**src/rtl/common_pkg.sv**
```systemverilog
// Shared decode-side types: immediate format selects and the skid-buffer occupancy states.
package common;

  typedef enum logic [2:0] {
    IMM_I  = 3'd0,
    IMM_S  = 3'd1,
    IMM_B  = 3'd2,
    IMM_U  = 3'd3,
    IMM_J  = 3'd4,
    IMM_Z  = 3'd5,
    IMM_SH = 3'd6
  } imm_sel_t;

  typedef enum logic [1:0] {
    OCC_EMPTY = 2'd0,
    OCC_ONE   = 2'd1,
    OCC_TWO   = 2'd2
  } occ_state_t;

endpackage

```
**src/rtl/imm_extract.sv**
```systemverilog
// Combinational immediate extractor: builds a 64-bit immediate and keeps the low XLEN bits.
module imm_extract
  import common::*;
#(
  parameter int XLEN = 64
) (
  input  logic [31:0]     instr,
  input  logic [2:0]      sel,
  output logic [XLEN-1:0] imm
);

  logic        s;
  logic [63:0] imm64;
  logic        unused_opcode;

  assign s             = instr[31];
  assign unused_opcode = &{1'b0, instr[6:0]};

  // Sign fill is always taken from instr[31]; truncation to XLEN keeps 32-bit U correct.
  always_comb begin
    imm64 = 64'd0;
    case (imm_sel_t'(sel))
      IMM_I:  imm64 = {{52{s}}, instr[31:20]};
      IMM_S:  imm64 = {{52{s}}, instr[31:25], instr[11:7]};
      IMM_B:  imm64 = {{51{s}}, instr[31], instr[7], instr[30:25], instr[11:8], 1'b0};
      IMM_U:  imm64 = {{32{s}}, instr[31:12], 12'd0};
      IMM_J:  imm64 = {{43{s}}, instr[31], instr[19:12], instr[20], instr[30:21], 1'b0};
      IMM_Z:  imm64 = {59'd0, instr[19:15]};
      IMM_SH: imm64 = (XLEN == 64) ? {58'd0, instr[25:20]} : {59'd0, instr[24:20]};
      default: imm64 = 64'd0;
    endcase
  end

  assign imm = imm64[XLEN-1:0];

endmodule

```
**src/rtl/immgen_stage.sv**
```systemverilog
// Immediate-generation stage: extract + PC-relative add on the input side, then a
// two-entry skid buffer holding {instr, imm, target} with an EMPTY/ONE/TWO occupancy FSM.
module immgen_stage
  import common::*;
#(
  parameter int XLEN = 64
) (
  input  logic            clk,
  input  logic            reset,
  input  logic            in_valid,
  output logic            in_ready,
  input  logic [31:0]     in_instr,
  input  logic [2:0]      in_sel,
  input  logic [XLEN-1:0] in_pc,
  input  logic            flush,
  output logic            out_valid,
  input  logic            out_ready,
  output logic [31:0]     out_instr,
  output logic [XLEN-1:0] out_imm,
  output logic [XLEN-1:0] out_target
);

  if (XLEN != 32 && XLEN != 64) begin : g_bad_xlen
    $error("immgen_stage: XLEN must be 32 or 64");
  end

  logic [XLEN-1:0] new_imm;
  logic [XLEN-1:0] new_target;

  imm_extract #(.XLEN(XLEN)) u_extract (
    .instr (in_instr),
    .sel   (in_sel),
    .imm   (new_imm)
  );

  assign new_target = in_pc + new_imm;

  // Handshake: a beat transfers on a rising edge when valid and ready are both high;
  // valid never waits on ready, and both ready/valid here decode only the state register.
  occ_state_t state, next_state;
  logic       accept, pop;
  logic       load_head, load_tail, shift;

  logic [31:0]     head_instr, tail_instr;
  logic [XLEN-1:0] head_imm, tail_imm;
  logic [XLEN-1:0] head_target, tail_target;

  assign in_ready  = (state != OCC_TWO);
  assign out_valid = (state != OCC_EMPTY);
  assign accept    = in_valid & in_ready;
  assign pop       = out_valid & out_ready;

  always_comb begin
    next_state = state;
    load_head  = 1'b0;
    load_tail  = 1'b0;
    shift      = 1'b0;
    case (state)
      OCC_EMPTY: begin
        if (accept) begin
          next_state = OCC_ONE;
          load_head  = 1'b1;
        end
      end
      OCC_ONE: begin
        if (accept && pop) begin
          load_head = 1'b1;
        end else if (accept) begin
          next_state = OCC_TWO;
          load_tail  = 1'b1;
        end else if (pop) begin
          next_state = OCC_EMPTY;
        end
      end
      OCC_TWO: begin
        if (pop) begin
          next_state = OCC_ONE;
          shift      = 1'b1;
        end
      end
      default: next_state = OCC_EMPTY;
    endcase
    // Flush wins over everything, including an accept the upstream believes completed.
    if (flush) begin
      next_state = OCC_EMPTY;
      load_head  = 1'b0;
      load_tail  = 1'b0;
      shift      = 1'b0;
    end
  end

  always_ff @(posedge clk or posedge reset) begin
    if (reset) begin
      state       <= OCC_EMPTY;
      head_instr  <= '0;
      head_imm    <= '0;
      head_target <= '0;
      tail_instr  <= '0;
      tail_imm    <= '0;
      tail_target <= '0;
    end else begin
      state <= next_state;
      if (load_head) begin
        head_instr  <= in_instr;
        head_imm    <= new_imm;
        head_target <= new_target;
      end else if (shift) begin
        head_instr  <= tail_instr;
        head_imm    <= tail_imm;
        head_target <= tail_target;
      end
      if (load_tail) begin
        tail_instr  <= in_instr;
        tail_imm    <= new_imm;
        tail_target <= new_target;
      end
    end
  end

  assign out_instr  = head_instr;
  assign out_imm    = head_imm;
  assign out_target = head_target;

endmodule

```
**config.mk**
```make
export PLATFORM = sky130hd
export DESIGN_NAME = immgen_stage
export DESIGN_NICKNAME = d
export VERILOG_FILES = /design/src/rtl/common_pkg.sv /design/src/rtl/imm_extract.sv /design/src/rtl/immgen_stage.sv
export SDC_FILE = /design/constraint.sdc
export NUM_CORES = 1
export LEC_CHECK = 0
export CORE_MARGIN = 8
export CORE_UTILIZATION = 55
export DETAILED_ROUTE_END_ITERATION = 8
export DONT_BUFFER_PORTS = 1
export PLACE_DENSITY_LB_ADDON = 0.3
export SYNTH_ARGS = -nofsm -noshare
export SYNTH_HDL_FRONTEND = slang
export SYNTH_SLANG_ARGS = --single-unit
```
**constraint.sdc**
```tcl
create_clock -name clk -period 7.1 [get_ports clk]
set_clock_uncertainty 0.05 [all_clocks]
set_input_delay 0.355 -clock clk [delete_from_list [all_inputs] [get_ports clk]]
set_output_delay 0.355 -clock clk [all_outputs]
set_load 0.1 [all_outputs]
```
==> qor.txt <==
Outcome = completed
Clk_lat worst skew = 550 ps
Worst vdd ir = 0.000383 V
Setup violators final = 0
Initial Util = 55.6%
Layout Nets = 1675
Critical Path Start Type = input port
# IOs = 266
Post-CTS Resized = 0
Drt drc = 0
Rows = 59
Drt initial violations = 1259
Via count = 12100
Critical path required time = 7490 ps
Largest net degree at the start of global routing = 189
IO Port Bufs = 0
PwrDens = 372 nW/um^2
#FFs+latches synth = 258
Grt total ovfl = 0
Share of cells above drive strength 1 = 9.41%
Clock root buffer = clkbuf_16
Post-detailed-routing wire length = 44600 um
RePlAce Congestion = 0.931
Number of global-route vias before repair = 11600
Cell area after layout = 15900 sq um
Cells on worst reg2reg path = 6
Setup crit end kind = flip-flop
Synth Instances = 1587
DP Wirelength = 30800 um
CTS max path bufs = 3
Sink Count = 258
Die height = 178 um
Max-cap violations = 0
CTS tree = yes
Prevailing post-synth register cell = dfrtp_1
H-tree depth = 1
Crit path arrival time = 4820 ps
Total GRT Usage = 27.7%
Wire per inst = 23.5 um
Initial antenna violation count = 4
Setup CP Type = input port to flip-flop
First-pass GRT wire length = 68900 um
Hold path depth = 2
Type of the most critical hold path = input port to flip-flop
Placed cell area = 14300 sq um
Number of CTS-inserted buffers = 29
Leak Pwr = 7.15 nW
Die width = 178 um
Slew @ Worst Pin = 1170 ps
Final Cycle Share = 62.3%
Slew Viols, Final = 0
CP max FO = 5
Max Clk Rate = 226 MHz
Post-synth cell types = 75
Async SR Flop Fraction = 100%
Post-Synthesis Cell Area = 14400 sq um
Setup_tns = 0 ps
P&R area growth vs syn = 10.4%
Core area = 25800 sq um
Final Hold Viols = 0
Die ar. = 31600 sq um
RSZ-0062 raised after global routing = false
Final worst path period need = 4430 ps
Sequential-to-total area share from yosys stat = 44.9%
EDFF count, synth = 0
Clk slew on worst S/H paths = 60 ps
Relative slew margins = 21.9%
Detailed Routing Iterations Pass 1 = 5
Yosys warning count = 0
Vias per inst = 6.38
Syn_area_per_cell = 9.06 sq um
Synth Net Count = 1723
Post-DRT Antenna Nets = 0
==> synth_stat cells (all sizes together) (3+ instances only) <==
library cell  instances  area (sq um)
nor2b                12          75.1
mux2                 56           631
o21a                  5          37.5
xnor2                53           464
dfrtp               258          6460
clkbuf               87           337
mux2i                11           110
o21ai               179           903
nor3                 25           141
nand3                34           175
inv                  43           161
and2                  8          50.1
or4                   3          26.3
o22ai                12          75.1
a221o                 3          30.0
nand2               250           938
nand2b                4          25.0
a41oi                 3          33.8
o21bai                5          37.5
or3                   8          55.1
a22o                  9          78.8
and3                  8          50.1
nand4                15          93.8
a211oi                5          37.5
a221oi                4          35.0
o211ai                6          45.0
nor3b                 3          22.5
or2                   4          25.0
a22oi               122           916
a21boi                4          30.0
buf                  55           345
a2111oi               3          45.1
ha                   31           388
xor2                 25           219
a21o                 20           151
nor4                 11          83.8
nor2                 79           297
a31oi                 8          50.1
a21oi                92           460
==> state kept, by name (all words and copies together) (netlist names) <==
signal and flops:
out_target 64, tail_target 64, out_imm 32, out_instr 32, tail_imm 32, tail_instr 32
state 2
==> power by group <==
| part | internal, mW | switching, mW | total, mW |
|---|---|---|---|
| Sequential | 1.81 | 1.37 | 3.18 |
| Combinational | 0.367 | 0.705 | 1.07 |
| Clock | 1.02 | 0.629 | 1.65 |
==> critical path, cell delays in order <==
cell and delay, ps:
dlygate4sd3_1 630, a221oi_1 410, inv_1 140, ha_1 310, a211oi_1 440, o21ai_1 200, a31oi_1 510, o311ai_1 270
a21boi_1 570, o31ai_4 190, o211ai_1 140, mux2i_1 270, xnor2_1 110, mux2_2 260
==> repair_timing <==
action                                 4_1_cts  5_1_grt
setup buffers                                0        0
hold buffers                                49        0
endpoints found under the hold margin      205        0
==> through the flow <==
step                      power, mW  worst slack (ps)  utilization, %  std cells  hold slack, ps
after floorplan                4.02              2910               -       1587             371
after global placement         4.20              2590            55.4       1794             374
after detailed placement       4.24              2510            55.4       1794             377
after CTS                      5.92              2730            61.4       1897           0.116
after global routing           6.13              2380            61.4       1899            8.74
final                          5.90              2670            61.4       1899            16.1
==> final cells by class <==
type / instances / area (sq um)
antenna: 2 / 5.00
clock buffer: 40 / 847
clock inverter: 14 / 219
fill: 2186 / 9960
inverter: 43 / 165
multi-input combinational: 1144 / 7100
sequential: 258 / 6460
tap: 335 / 419
timing repair buffer: 63 / 653
==> layer usage <==
layer	up-vias	part of all wire [%]	GRT usage (%)	wire length, um
li1	5535	-	-	-
met3	77	10	7.98	4670
met5	-	0.054	0	24
met4	4	2.7	8.20	1220
met1	5958	42	37.5	18700
met2	547	45	42.4	20100
==> cell usage in the layout, fill, tap and decap left out, types with 9 or more instances in the layout <==
master | synthesis | routed
mux2_2 | 56 | 56
o22ai_1 | 12 | 12
mux2i_1 | 11 | 11
nor2b_1 | 12 | 12
a21oi_1 | 92 | 92
dlygate4sd3_1 | 0 | 49
ha_1 | 31 | 31
a22o_1 | 9 | 9
nand2_1 | 250 | 247
a21o_1 | 19 | 19
nor2_1 | 79 | 77
inv_1 | 43 | 42
xnor2_1 | 53 | 53
nand3_1 | 33 | 33
nor3_1 | 23 | 22
buf_4 | 32 | 10
a22oi_1 | 122 | 122
xor2_1 | 25 | 25
clkbuf_16 | 0 | 29
nor4_1 | 10 | 10
o21ai_0 | 175 | 175
dfrtp_1 | 258 | 257
nand4_1 | 15 | 15
==> kinds of logic (layout without fill, tap and decap cells) <==
logic type | Yosys count | count (layout) | share of synthesized area (%)
adder cells (fa/ha/maj) | 32 | 32 | 2.84
XOR/XNOR | 78 | 78 | 4.75
other | 0 | 2 | 0
multiplexers | 67 | 67 | 5.15
AO/OA/AOI/OAI | 496 | 496 | 21.7
flip-flops | 258 | 258 | 44.9
AND/OR/NAND/NOR | 471 | 471 | 14.7
buffers and inverters | 185 | 160 | 5.87
==> path summary, 6_finish.rpt <==
kind | from | endpoint | slack (ps)
hold / removal | in_instr[26] | tail_imm[6]$_DFFE_PP0P_ | 20
max in group asynchronous | reset | out_target[23]$_DFFE_PP0P_ | 4940
setup reg to reg | state[0]$_DFFE_PP0P_ | out_imm[6]$_DFFE_PP0P_ | 3520
setup / recovery | in_instr[21] | tail_target[63]$_DFFE_PP0P_ | 2670
min in group asynchronous | reset | out_instr[5]$_DFFE_PP0P_ | 510
hold reg to reg | tail_target[7]$_DFFE_PP0P_ | tail_target[7]$_DFFE_PP0P_ | 430
Power figures use the tool's default switching activity.
